<file path="src/rtl/regfile_writeback_unit.sv">
// Register file write-port front end: merges ALU and LSU results and tracks pending writes.
// Optional LSU backpressure counter enabled by defining WB_STALL_CNT_EN.
module regfile_writeback_unit #(
  parameter int unsigned XLEN      = 32,
  parameter int unsigned LSU_DEPTH = 4
) (
  input  logic            clk,
  input  logic            rst_n,
  input  logic            alu_valid,
  input  logic [4:0]      alu_rd,
  input  logic [XLEN-1:0] alu_data,
  input  logic            lsu_valid,
  output logic            lsu_ready,
  input  logic [4:0]      lsu_rd,
  input  logic [XLEN-1:0] lsu_data,
  input  logic            issue_valid,
  input  logic [4:0]      issue_rd,
  output logic [31:0]     pending,
  output logic            reg_write,
  output logic [4:0]      rd,
  output logic [XLEN-1:0] write_data,
  output logic [31:0]     stall_count
);

  localparam int unsigned RD_W  = 5;
  localparam int unsigned NREG  = 32;
  localparam int unsigned PTR_W = (LSU_DEPTH > 1) ? $clog2(LSU_DEPTH) : 1;
  localparam int unsigned CNT_W = PTR_W + 1;

  // LSU result FIFO storage and control
  logic [XLEN-1:0]  fifo_data [LSU_DEPTH];
  logic [RD_W-1:0]  fifo_rd   [LSU_DEPTH];
  logic [PTR_W-1:0] wr_ptr;
  logic [PTR_W-1:0] rd_ptr;
  logic [CNT_W-1:0] count;

  logic full_c;
  logic empty_c;
  logic push_c;
  logic pop_c;

  assign full_c    = (count == CNT_W'(LSU_DEPTH));
  assign empty_c   = (count == CNT_W'(0));
  assign lsu_ready = !full_c;
  assign push_c    = lsu_valid && !full_c;
  // The ALU always owns the port when it has a result; buffered loads wait.
  assign pop_c     = !alu_valid && !empty_c;

  always_ff @(posedge clk) begin
    if (push_c) begin
      fifo_data[wr_ptr] <= lsu_data;
      fifo_rd[wr_ptr]   <= lsu_rd;
    end
  end

  always_ff @(posedge clk or negedge rst_n) begin
    if (!rst_n) begin
      wr_ptr <= '0;
      rd_ptr <= '0;
    end else begin
      if (push_c) wr_ptr <= wr_ptr + PTR_W'(1);
      if (pop_c)  rd_ptr <= rd_ptr + PTR_W'(1);
    end
  end

  always_ff @(posedge clk or negedge rst_n) begin
    if (!rst_n) begin
      count <= '0;
    end else begin
      case ({push_c, pop_c})
        2'b10:   count <= count + CNT_W'(1);
        2'b01:   count <= count - CNT_W'(1);
        default: count <= count;
      endcase
    end
  end

  // Write-port source selection
  logic            sel_valid_c;
  logic [RD_W-1:0] sel_rd_c;
  logic [XLEN-1:0] sel_data_c;

  always_comb begin
    sel_valid_c = 1'b0;
    sel_rd_c    = '0;
    sel_data_c  = '0;
    if (alu_valid) begin
      sel_valid_c = 1'b1;
      sel_rd_c    = alu_rd;
      sel_data_c  = alu_data;
    end else if (!empty_c) begin
      sel_valid_c = 1'b1;
      sel_rd_c    = fifo_rd[rd_ptr];
      sel_data_c  = fifo_data[rd_ptr];
    end
  end

  // Registered write port; writes to x0 update address/data but never enable.
  always_ff @(posedge clk or negedge rst_n) begin
    if (!rst_n) begin
      reg_write  <= 1'b0;
      rd         <= '0;
      write_data <= '0;
    end else if (sel_valid_c) begin
      reg_write  <= (sel_rd_c != RD_W'(0));
      rd         <= sel_rd_c;
      write_data <= sel_data_c;
    end else begin
      reg_write  <= 1'b0;
    end
  end

  // Scoreboard: a new issue outranks a retiring write to the same register.
  logic [NREG-1:0] pending_next_c;

  always_comb begin
    pending_next_c = pending;
    if (reg_write) begin
      pending_next_c[rd] = 1'b0;
    end
    if (issue_valid && (issue_rd != RD_W'(0))) begin
      pending_next_c[issue_rd] = 1'b1;
    end
    pending_next_c[0] = 1'b0;
  end

  always_ff @(posedge clk or negedge rst_n) begin
    if (!rst_n) begin
      pending <= '0;
    end else begin
      pending <= pending_next_c;
    end
  end

`ifdef WB_STALL_CNT_EN
  logic [31:0] stall_cnt;

  always_ff @(posedge clk or negedge rst_n) begin
    if (!rst_n) begin
      stall_cnt <= '0;
    end else if (lsu_valid && !lsu_ready && (stall_cnt != 32'hFFFF_FFFF)) begin
      stall_cnt <= stall_cnt + 32'd1;
    end
  end

  assign stall_count = stall_cnt;
`else
  assign stall_count = 32'd0;
`endif

endmodule

</file>
<file path="config.mk">
export PLATFORM = sky130hd
export DESIGN_NAME = regfile_writeback_unit
export DESIGN_NICKNAME = d
export VERILOG_FILES = /design/src/rtl/regfile_writeback_unit.sv
export SDC_FILE = /design/constraint.sdc
export NUM_CORES = 1
export LEC_CHECK = 0
export ABC_AREA = 0
export CORE_MARGIN = 5
export CORE_UTILIZATION = 50
export CTS_BUF_LIST = sky130_fd_sc_hd__clkbuf_4
export CTS_CLUSTER_DIAMETER = 100
export DETAILED_ROUTE_END_ITERATION = 7
export GPL_TIMING_DRIVEN = 0
export PLACE_DENSITY = 0.86
export SLEW_MARGIN = 25
export SYNTH_ARGS = -nofsm -noshare
export SYNTH_HDL_FRONTEND = slang
export SYNTH_SLANG_ARGS = --single-unit
</file>
<file path="constraint.sdc">
create_clock -name clk -period 4.2 [get_ports clk]
set_clock_uncertainty 0.05 [all_clocks]
set_input_delay 0.84 -clock clk [delete_from_list [all_inputs] [get_ports clk]]
set_output_delay 0.84 -clock clk [all_outputs]
set_load 0.02 [all_outputs]
</file>
==> run summary <==
The number of routed nets with antenna violations is 0. The run gives 0.5110 as the initial core utilization. Total congestion overflow after global routing: 0.

Reported net switching power: 0.002592 W. The largest total area in the synthesized netlist belongs to edfxtp_1. The number of antenna violations at the first check in global routing is 2. The fraction of layout instances using a drive strength above 1 is 0.2362, and the met3 global-route usage is 0.06430.

From synthesis to final layout, the design area changed by 31.06%. Detailed placement finished with a half-perimeter wire length of 14300 um. The critical path class is reg2out. Sorting the synthesized cells by how often they occur yields edfxtp_1 (148), dfrtp_1 (76), o21ai_0 (62). Synthesis handed over a netlist of 521 instances. The Yosys step of the flow raised 0 warnings.

The number of nets at the end of the flow was 859. The highest cell delay on the worst timing path was 0.65 ns; the synthesis-stage register bit count was 224. The post-CTS clock slew at the launch and capture registers of the worst setup and hold paths came out at 0.07 ns.

The H-tree depth is 2, and the row count is 48. For the relative slew slack, the log shows 0.5274. The cell with the most instances after synthesis is edfxtp_1. The total global routing track utilization is 0.2051. The tools report the data required time of the critical path as 3.31 ns. The post-placement worst setup slack is 1.114 ns.

The flow ran to the end, and the final reports show no timing, DRC or antenna violations. The detailed router finished its first iteration with 459 violations. Traced cell by cell, the critical path runs through inv_1 > nand3_1 > clkdlybuf4s50_1. Root buffer cell: clkbuf_4.

Number of failing hold endpoints at the final stage: 0. For this design the ratio of total power to cell area is 674.9 nW/um2. The post-route core utilization was 0.6698.

The worst setup path is launched from a flop. Entering global routing, the biggest net connects 54 pins. The tools report the number of global-route vias before repair as 6056. The TritonCTS buffer count came out at 56. The mean instance size in the synthesized netlist works out to 17.02 um2. For the pin with the worst max-slew slack, the measured transition is 0.7081 ns. The achievable clock frequency came out at 0.3478 GHz. For the cell leakage power, the log shows 4.508 nW. The largest individual stage delay along the critical path comes from the cell clkdlybuf4s50_1. Setup repair after global routing left no endpoint under its margin. The number of violations of the max-capacitance limit was 0. The proportion of power drawn by the clock network is 0.220. The count of flip-flops with a built-in enable after synthesis is 148.

Summing every instance area after synthesis gives 8870 um2. The clock net in this run drives a total of 224 sinks. The clock latency on the worst-skew pair came out at 0.65 ns.

In this run the register-to-register setup slack is 1.93 ns. The run gives 0.362 as the share of power burned in combinational logic. The post-detailed-route DRC marker count was 0. The tools report the endpoint kind of the worst setup timing path as an output port. The switching part of the total came out at 0.3304. Routability-driven placement finished with a final weighted congestion of 0.8345.

The met2 usage in global routing came out at 0.3526. The portion of the clock cycle consumed by the worst path in the final layout was 0.6847. The shortest period the worst path allows was 2.876 ns. Dividing the detail-routed via count by the number of cells gives 5.536.

The critical path contains buffers and inverters numbering 2 combined. The tools report the fraction of the yosys area taken by sequential cells as 0.7155. The wire length reported by the detailed router was 20620 um; the top fanout value on the critical path was 6. In the final routed layout, each cell accounts on average for 19.86 um. Measured along the x axis, the die boundary spans 143.2 um. Setup total negative slack on the finished layout was measured at 0 ns. 0 antenna diodes ended up in the layout.

The synthesized netlist contains 34 unique library cells. The run gives 0.417 as the sequential share of power. STA puts the critical path data arrival time at 1.99 ns. VDD sags by at most 0.0004028 V. For this design, the CTS-stage hold fixing added 0 buffers. Setup violations remaining at the end of the flow were counted as 0. The area enclosed by the die boundary came out at 20500 um2. The min-delay analysis places its worst path in the category in2async.

The run gives 187 as the I/O pin total. In this run, post-CTS repair resized a total of 0 instances. The most used flip-flop cell after synthesis was edfxtp_1. Post-CTS timing repair inserted 0 buffers for setup. After floorplanning, the core was sized to cover 17360 um2.

Before antenna repair, the detailed router went through 8 iterations. Counting along the longest clock path gives a buffer depth of 3. The proportion of register bits with asynchronous set or reset after synthesis works out to 0.3393. The internal power of the cells is 0.005253 W.

After global routing, the most crowded layer is met2. The multi-input combinational cells in the finished layout cover a total of 2091 um2. Among cell families on the critical path, the largest total delay comes from buffers and inverters.

Counting the fill cells in the layout gives 1228. The count of input and output buffers came out at 153. The smallest setup slack after layout is 1.324 ns, and the register area is 6346 um2. The met1 global-route usage was 0.2463.

Top-area cell type share of the netlist area: 0.5011. The count of vias placed by the detailed router is 5746, and the first-pass GRT wire length is 32250 um. The logic depth of the worst path, buffers included was 3; the count of pins over their slew limit was 0.

The logic depth of the worst register-to-register path works out to 10. TritonCTS built the clock tree. In the post-synthesis netlist, the biggest area contributors are edfxtp_1 (50%), dfrtp_1 (21%), mux4_2 (9.4%). Measured along the y axis, the die boundary spans 143.2 um.
-- kinds of logic (layout without fill, tap and decap cells) --
logic type / Yosys count / after routing / share of synthesized area
adders and majority gates: 6 / 6 / 0.009310
and+or+nand+nor: 46 / 46 / 0.03146
DFF: 224 / 224 / 0.7155
xor gates and xnor gates: 6 / 6 / 0.005926
other: 1 / 33 / 0.0004228
AOI/OAI and AO/OA: 102 / 102 / 0.07815
buffers and inverters: 97 / 357 / 0.06291
muxes: 39 / 39 / 0.09635
-- cells in the final DEF (no fill, tap or decap), types with 3 or more instances in the layout --
cell and count:
dfrtp_1 76, inv_1 41, nand2_1 10, buf_2 5, xnor2_1 3, a22oi_1 4, nand3_1 5, xor2_1 3
nand3b_1 10, and3_2 4, clkinv_2 5, clkdlybuf4s50_1 152, o21ai_0 62, edfxtp_1 148, buf_12 3, buf_4 34
mux4_2 37, a222oi_1 33, conb_1 33, ha_1 5, or3b_2 5, buf_6 7, clkbuf_4 83, clkinv_1 13
nor2_1 4, clkbuf_1 10
-- routing by layer --
metal	share of wire	vias up
li1	-	2512
met1	0.36	2808
met2	0.50	376
met3	0.12	46
met4	0.019	4
met5	0.0010	-
-- power groups by stage --
stage	clock (W)	sequential, W	combinational [W]
after CTS	0.00179	0.00327	0.00287
after detailed placement	0	0.00332	0.00285
final	0.00173	0.00327	0.00284
after global routing	0.00192	0.00333	0.00306
after global placement	0	0.00328	0.00271
after floorplan	0	0.00363	0.00128
-- flip-flops by register name, summed over array words and instances (netlist names) --
name and cells:
count 3, fifo_data 128, fifo_rd 20, pending 31, rd 5, rd_ptr 2
reg_write 1, wr_ptr 2, write_data 32
-- path summary, 6_finish.rpt --
path	from	endpoint
worst min register to register	write_data[4]	write_data[4]
worst min-delay path	rst_n	write_data[28]
min in group clk	write_data[4]	write_data[4]
worst max register to register	count[0]	count[2]
max in group asynchronous	rst_n	pending[5]
worst max-delay path	count[0]	lsu_ready
-- stage by stage --
step | power, W | hold WS (ns) | cell area (um2) | cells
6_report | 0.007845 | 0.05184 | 11620 | 1038
5_1_grt | 0.008309 | 0.02819 | 11620 | 1038
4_1_cts | 0.007930 | 0.01840 | 11620 | 1038
3_5_place_dp | 0.006165 | 0.4278 | 10920 | 936
3_3_place_gp | 0.005998 | 0.4213 | 10800 | 931
2_1_floorplan | 0.004911 | 0.4143 | 8990 | 553
-- area by class of cell --
cell class	instances	share of cell area
Sequential cell	224	0.5459
Multi-Input combinational cell	232	0.1799
Timing Repair Buffer	158	0.1414
Clock buffer	83	0.05360
Buffer	56	0.03476
Tap cell	225	0.02422
Inverter	41	0.01324
Clock inverter	19	0.006996
No activity file was read; power rests on OpenSTA's default activity.
==> patch 1, RTL diff (config.mk and constraints unchanged) <==
Build with the macro `WB_STALL_CNT_EN` defined.
--- a/src/rtl/regfile_writeback_unit.sv
+++ b/src/rtl/regfile_writeback_unit.sv
@@ -1,4 +1,6 @@
 // Register file write-port front end: merges ALU and LSU results and tracks pending writes.
 // Optional LSU backpressure counter enabled by defining WB_STALL_CNT_EN.
+`define WB_STALL_CNT_EN
+
 module regfile_writeback_unit #(
   parameter int unsigned XLEN      = 32,
Function: no difference found for any inputs over 4 cycles, from zero or initial values and one cycle with rst_n low; that may be too few to reach the edited logic, so the function may still have changed.
==> patch 1 against the unedited design <==
  * Final area rose by 15%
  * Maximum frequency fell by 2.1%
  * Core utilization fell by 0.63 points
  * Global-route usage rose by 0.12 points
  * Critical path depth rose by 6
  * Power rose by 10%
  * Via count rose by 18%
  * Sequential cell count rose by 32
  * Sequential share of layout area fell by 1.0 points
  * Largest power group unchanged
  * Worst setup slack got worse by 0.063 ns
  * Wire length rose by 18%
  * Area after synthesis rose by 14%
==> patch 1: results <==
route:
  wl_um: 24300
  routedWlPerCell_um: 19.9
  firstDrtPassIters: 5
  vias: 6808
  drtIter0Drc: 479
global_route:
  grt_pass1_wl_um: 38100
  grt_max_degree: 58
  track_usage_pct: 20.6
  grt_pass1_vias: 7123
yosys:
  yosys_warnings: 0
  synth_cell_types: 45
  synth_commonest_cells: "148 x edfxtp_1, 108 x dfrtp_1, 64 x o21ai_0, 41 x inv_1, 37 x mux4_2"
  synth-edff-count: 148
  synth_fp_nets: 732
  syn_avg_cell_area_um2: 15.8
  async_flop_share_pct: 42.2
  synth-seq-area-share_pct: 70.5
  ys_top_cells_by_area: "edfxtp_1 44%, dfrtp_1 27%, mux4_2 8.2%, a222oi_1 3.3%, o21ai_0 3.2%"
cells_and_area:
  largest_register: "fifo_data"
  largest_reg_flops: 128
  nFillCells: 1443
  nets: 991
  antennaDiodeCount: 0
  layout-drive-gt1-share_pct: 17.7
worst_setup_path:
  arrival_ns: 3.41
  worstPathMaxFanout: 10
  rrSetupSlack_ns: 1.44
  critPathCapture: "count[2]"
  startpoint: "alu_valid"
  r2r_cells: 9
  r2r_end: "count[2]"
placed_design:
  routabilityCongestion: 0.870
  postPlaceCellArea_mm2: 0.0125
  dpl.cell_count: 1101
  port_buffers: 185
  dp_hpwl_um: 16500
clocking:
  cts_buffer_depth: 3
  worstSkewPairLatency_ns: 0.63
  htree_levels: 3
  root_buffer: "clkbuf_4"
  postCtsSetupRepairBufs: 0
  cts_resized: 0
  cts_buffers: 67
  clkTransAtPathRegs_ns: 0.06
worst_hold_path:
  min_path_type: "input pin to asynchronous set/reset pin"
sta:
  worst_pin_slew_ns: 0.782
run_status:
  status: "completed"
power:
  leakage_nw: 5.02
  ir_drop_mv: 0.342
## patch 1: cell type report
type	instances	share of cell area, %
clock buffer	97	5.46
multi-input combinational	317	20.6
inverter	41	1.15
buffer	27	0.835
tap	270	2.53
clock inverter	19	0.938
sequential	256	53.6
timing repair buffer	190	14.9
## patch 1: metal layers
metal	wire, um	global-route usage, %
met2	11700	33.5
met5	27	0
met3	2420	6.79
met1	9790	26.5
met4	352	7.00
## patch 1: critical path, cell delays in order
cell,delay [ns]
clkdlybuf4s50_1,0.50
nor2_1,0.34
clkbuf_1,0.49
ha_1,0.29
inv_1,0.06
fa_1,0.38
xor2_1,0.15
nor2_1,0.15
xor2_1,0.19
## patch 1: metrics by stage
step | hold slack [ns] | worst slack, ns | power [mW] | util (%) | setup TNS (ns)
global placement | 0.424 | -2.03 | 6.39 | 61.3 | -217.86
finish | 0.132 | 1.26 | 8.63 | 66.3 | 0
detailed placement | 0.437 | 0.677 | 6.55 | 62.1 | 0
floorplan | 0.494 | 1.69 | 5.22 | - | 0
CTS | 0.0946 | 1.24 | 8.74 | 66.3 | 0
global route | 0.118 | 1.10 | 9.12 | 66.3 | 0
## patch 1: power breakdown
group	leakage (nW)	internal (mW)	switching (mW)
registers	2.69	3.33	0.313
logic	1.82	1.33	1.52
clock network	0.512	1.18	0.962
## patch 1: kinds of logic (layout without fill, tap and decap cells)
| kind of cell | count (synthesis) | after routing | synth area share, % |
|---|---|---|---|
| simple gates | 129 | 129 | 7.38 |
| fa+ha+maj | 7 | 7 | 0.938 |
| other cells | 1 | 1 | 0.0370 |
| flops | 256 | 256 | 70.5 |
| compound gates | 105 | 105 | 7.01 |
| buf+inv | 68 | 374 | 2.60 |
| xor+xnor | 34 | 34 | 2.94 |
| mux | 41 | 41 | 8.64 |
==> patch 2, RTL diff (config.mk and constraints unchanged) <==
Without the edit above. Set the parameter `LSU_DEPTH` to 8 (it was 4).
--- a/src/rtl/regfile_writeback_unit.sv
+++ b/src/rtl/regfile_writeback_unit.sv
@@ -3,5 +3,5 @@
 module regfile_writeback_unit #(
   parameter int unsigned XLEN      = 32,
-  parameter int unsigned LSU_DEPTH = 4
+  parameter int unsigned LSU_DEPTH = 8
 ) (
   input  logic            clk,
Formal check against the unedited RTL: not equivalent (a bounded check fails within 10 cycles, from zero or initial values and one cycle with rst_n low).
==> patch 2 against the unedited design <==
  * Non-clock buffer count grew 37
  * Area after synthesis grew 65%
  * Worst setup slack lost 0.18 ns
  * Wire length grew 70%
  * Sequential cell count grew 151
  * Final area grew 59%
  * Power grew 61%
  * Synthesized cell count grew 51%
  * Highest routed layer unchanged
==> patch 2: results <==
global_route:
  antenna_found_initial: 4
  grt_max_degree: 52
  grt_pass1_vias: 9120
  track_usage_pct: 21.3
  grt_pass1_wl_um: 53100
yosys:
  synth_commonest_cells: "296 x edfxtp_1, 79 x dfrtp_1, 69 x mux4_2, 59 x o21ai_1, 42 x mux2i_1"
  yosys-mux-area-fraction_pct: 13.7
  synthXorXnorAreaFrac_pct: 0.537
  synth_compound_area_share_pct: 5.52
  synth_flop_cell: "edfxtp_1"
  synth-seq-area-share_pct: 74.1
  synthAdderAreaFrac_pct: 0.426
  synth-edff-count: 296
  ys_top_cells_by_area: "edfxtp_1 61%, dfrtp_1 13%, mux4_2 11%, mux2i_1 2.9%, o21ai_1 2.0%"
  async_flop_share_pct: 21.1
  synth_cell_types: 40
  yosys_warnings: 0
clocking:
  cts_buffer_depth: 3
  htree_levels: 3
  cts_buffers: 91
  cts_resized: 0
  hold_buffers: 1
  worstSkewPairLatency_ns: 0.72
  clkTransAtPathRegs_ns: 0.06
  root_buffer: "clkbuf_4"
  postCtsSetupRepairBufs: 0
power:
  leakage_nw: 6.67
  internal_power_mw: 8.57
  ir_drop_mv: 0.353
route:
  firstDrtPassIters: 5
  wl_um: 35000
  drtIter0Drc: 854
  drt-vias-per-instance: 5.53
placed_design:
  port_buffers: 153
  routabilityCongestion: 0.878
  dp_hpwl_um: 23900
worst_hold_path:
  min_path_type: "flip-flop to flip-flop"
cells_and_area:
  largest_registers: "fifo_data (256), fifo_rd (40), write_data (32)"
  layout-drive-gt1-share_pct: 27.0
  nets: 1187
sta:
  worst_pin_slew_ns: 0.832
worst_setup_path:
  required_ns: 3.31
  worstPathMaxFanout: 6
run_status:
  status: "completed"
## patch 2: cell count changes in the layout (fill, tap and decap cells not counted), sizes merged, moves of 6 or more
cell	delta
a22oi	+32
clkbuf	+61
mux4	+32
nand2	+13
mux2i	+41
edfxtp	+148
a222oi	-33
clkinv	+8
o21ai	+32
buf	+31
inv	-37
nand2b	+6
## patch 2: critical path, stage by stage, from the launching register on
cell and delay [ns]:
dfrtp_1 0.45, nor3_2 0.27, nand2_1 0.16, clkdlybuf4s50_1 0.58
## patch 2: layout make-up
type | count | area, um2
inverter | 4 | 15.0
multi-input combinational | 375 | 3550
timing repair buffer | 184 | 1870
clock inverter | 32 | 268
clock buffer | 139 | 1040
sequential | 375 | 10900
tap | 384 | 480
fill | 1963 | 10300
antenna | 3 | 7.51
buffer | 67 | 422
## patch 2: path summary, 6_finish.rpt
check | startpoint | endpoint | slack [ns] | depth (start not counted)
min in group asynchronous | rst_n | pending[14] | 0.57 | 2
worst min register to register | write_data[3] | write_data[3] | 0.45 | 2
worst min-delay path | write_data[3] | write_data[3] | 0.45 | 2
worst max-delay path | count[1] | lsu_ready | 1.14 | 3
max in group asynchronous | rst_n | write_data[26] | 2.85 | 3
worst max register to register | count[1] | count[2] | 1.50 | 10
## patch 2: per-stage QoR
stage          cell area [um2]  instances  setup WS (ns)  hold slack (ns)
2_1_floorplan            14800        821         0.0417            0.450
3_3_place_gp             16800       1358          -2.78            0.433
3_5_place_dp             17200       1388          0.873            0.440
4_1_cts                  18500       1560           1.10            0.455
5_1_grt                  18500       1562           1.03            0.473
6_report                 18500       1563           1.14            0.453
## patch 2: cells by family after synthesis
| kind of cell | count (synthesis) |
|---|---|
| other | 1 |
| AOI/OAI and AO/OA | 139 |
| DFF | 375 |
| adders and majority gates | 5 |
| muxes | 114 |
| xor gates and xnor gates | 9 |
| and+or+nand+nor | 75 |
| buffers and inverters | 71 |
## patch 2: power groups by stage
| stage | logic (mW) | clock network [mW] | registers [mW] |
|---|---|---|---|
| final | 4.18 | 3.26 | 5.19 |
| after global routing | 4.46 | 3.56 | 5.26 |
| after CTS | 4.23 | 3.32 | 5.18 |
| after detailed placement | 4.20 | 0 | 5.25 |
| after global placement | 3.92 | 0 | 5.25 |
| after floorplan | 2.13 | 0 | 5.56 |
## patch 2: layer usage
layer  part of all wire (%)  global-route usage (%)  wire, um  up-vias
li1                       -                       -         -     3799
met1                     37                    26.0     12800     4271
met2                     51                    36.6     18000      505
met3                    8.9                    5.59      3130       65
met4                    2.8                    8.17       995        4
met5                  0.069                       0        24        -
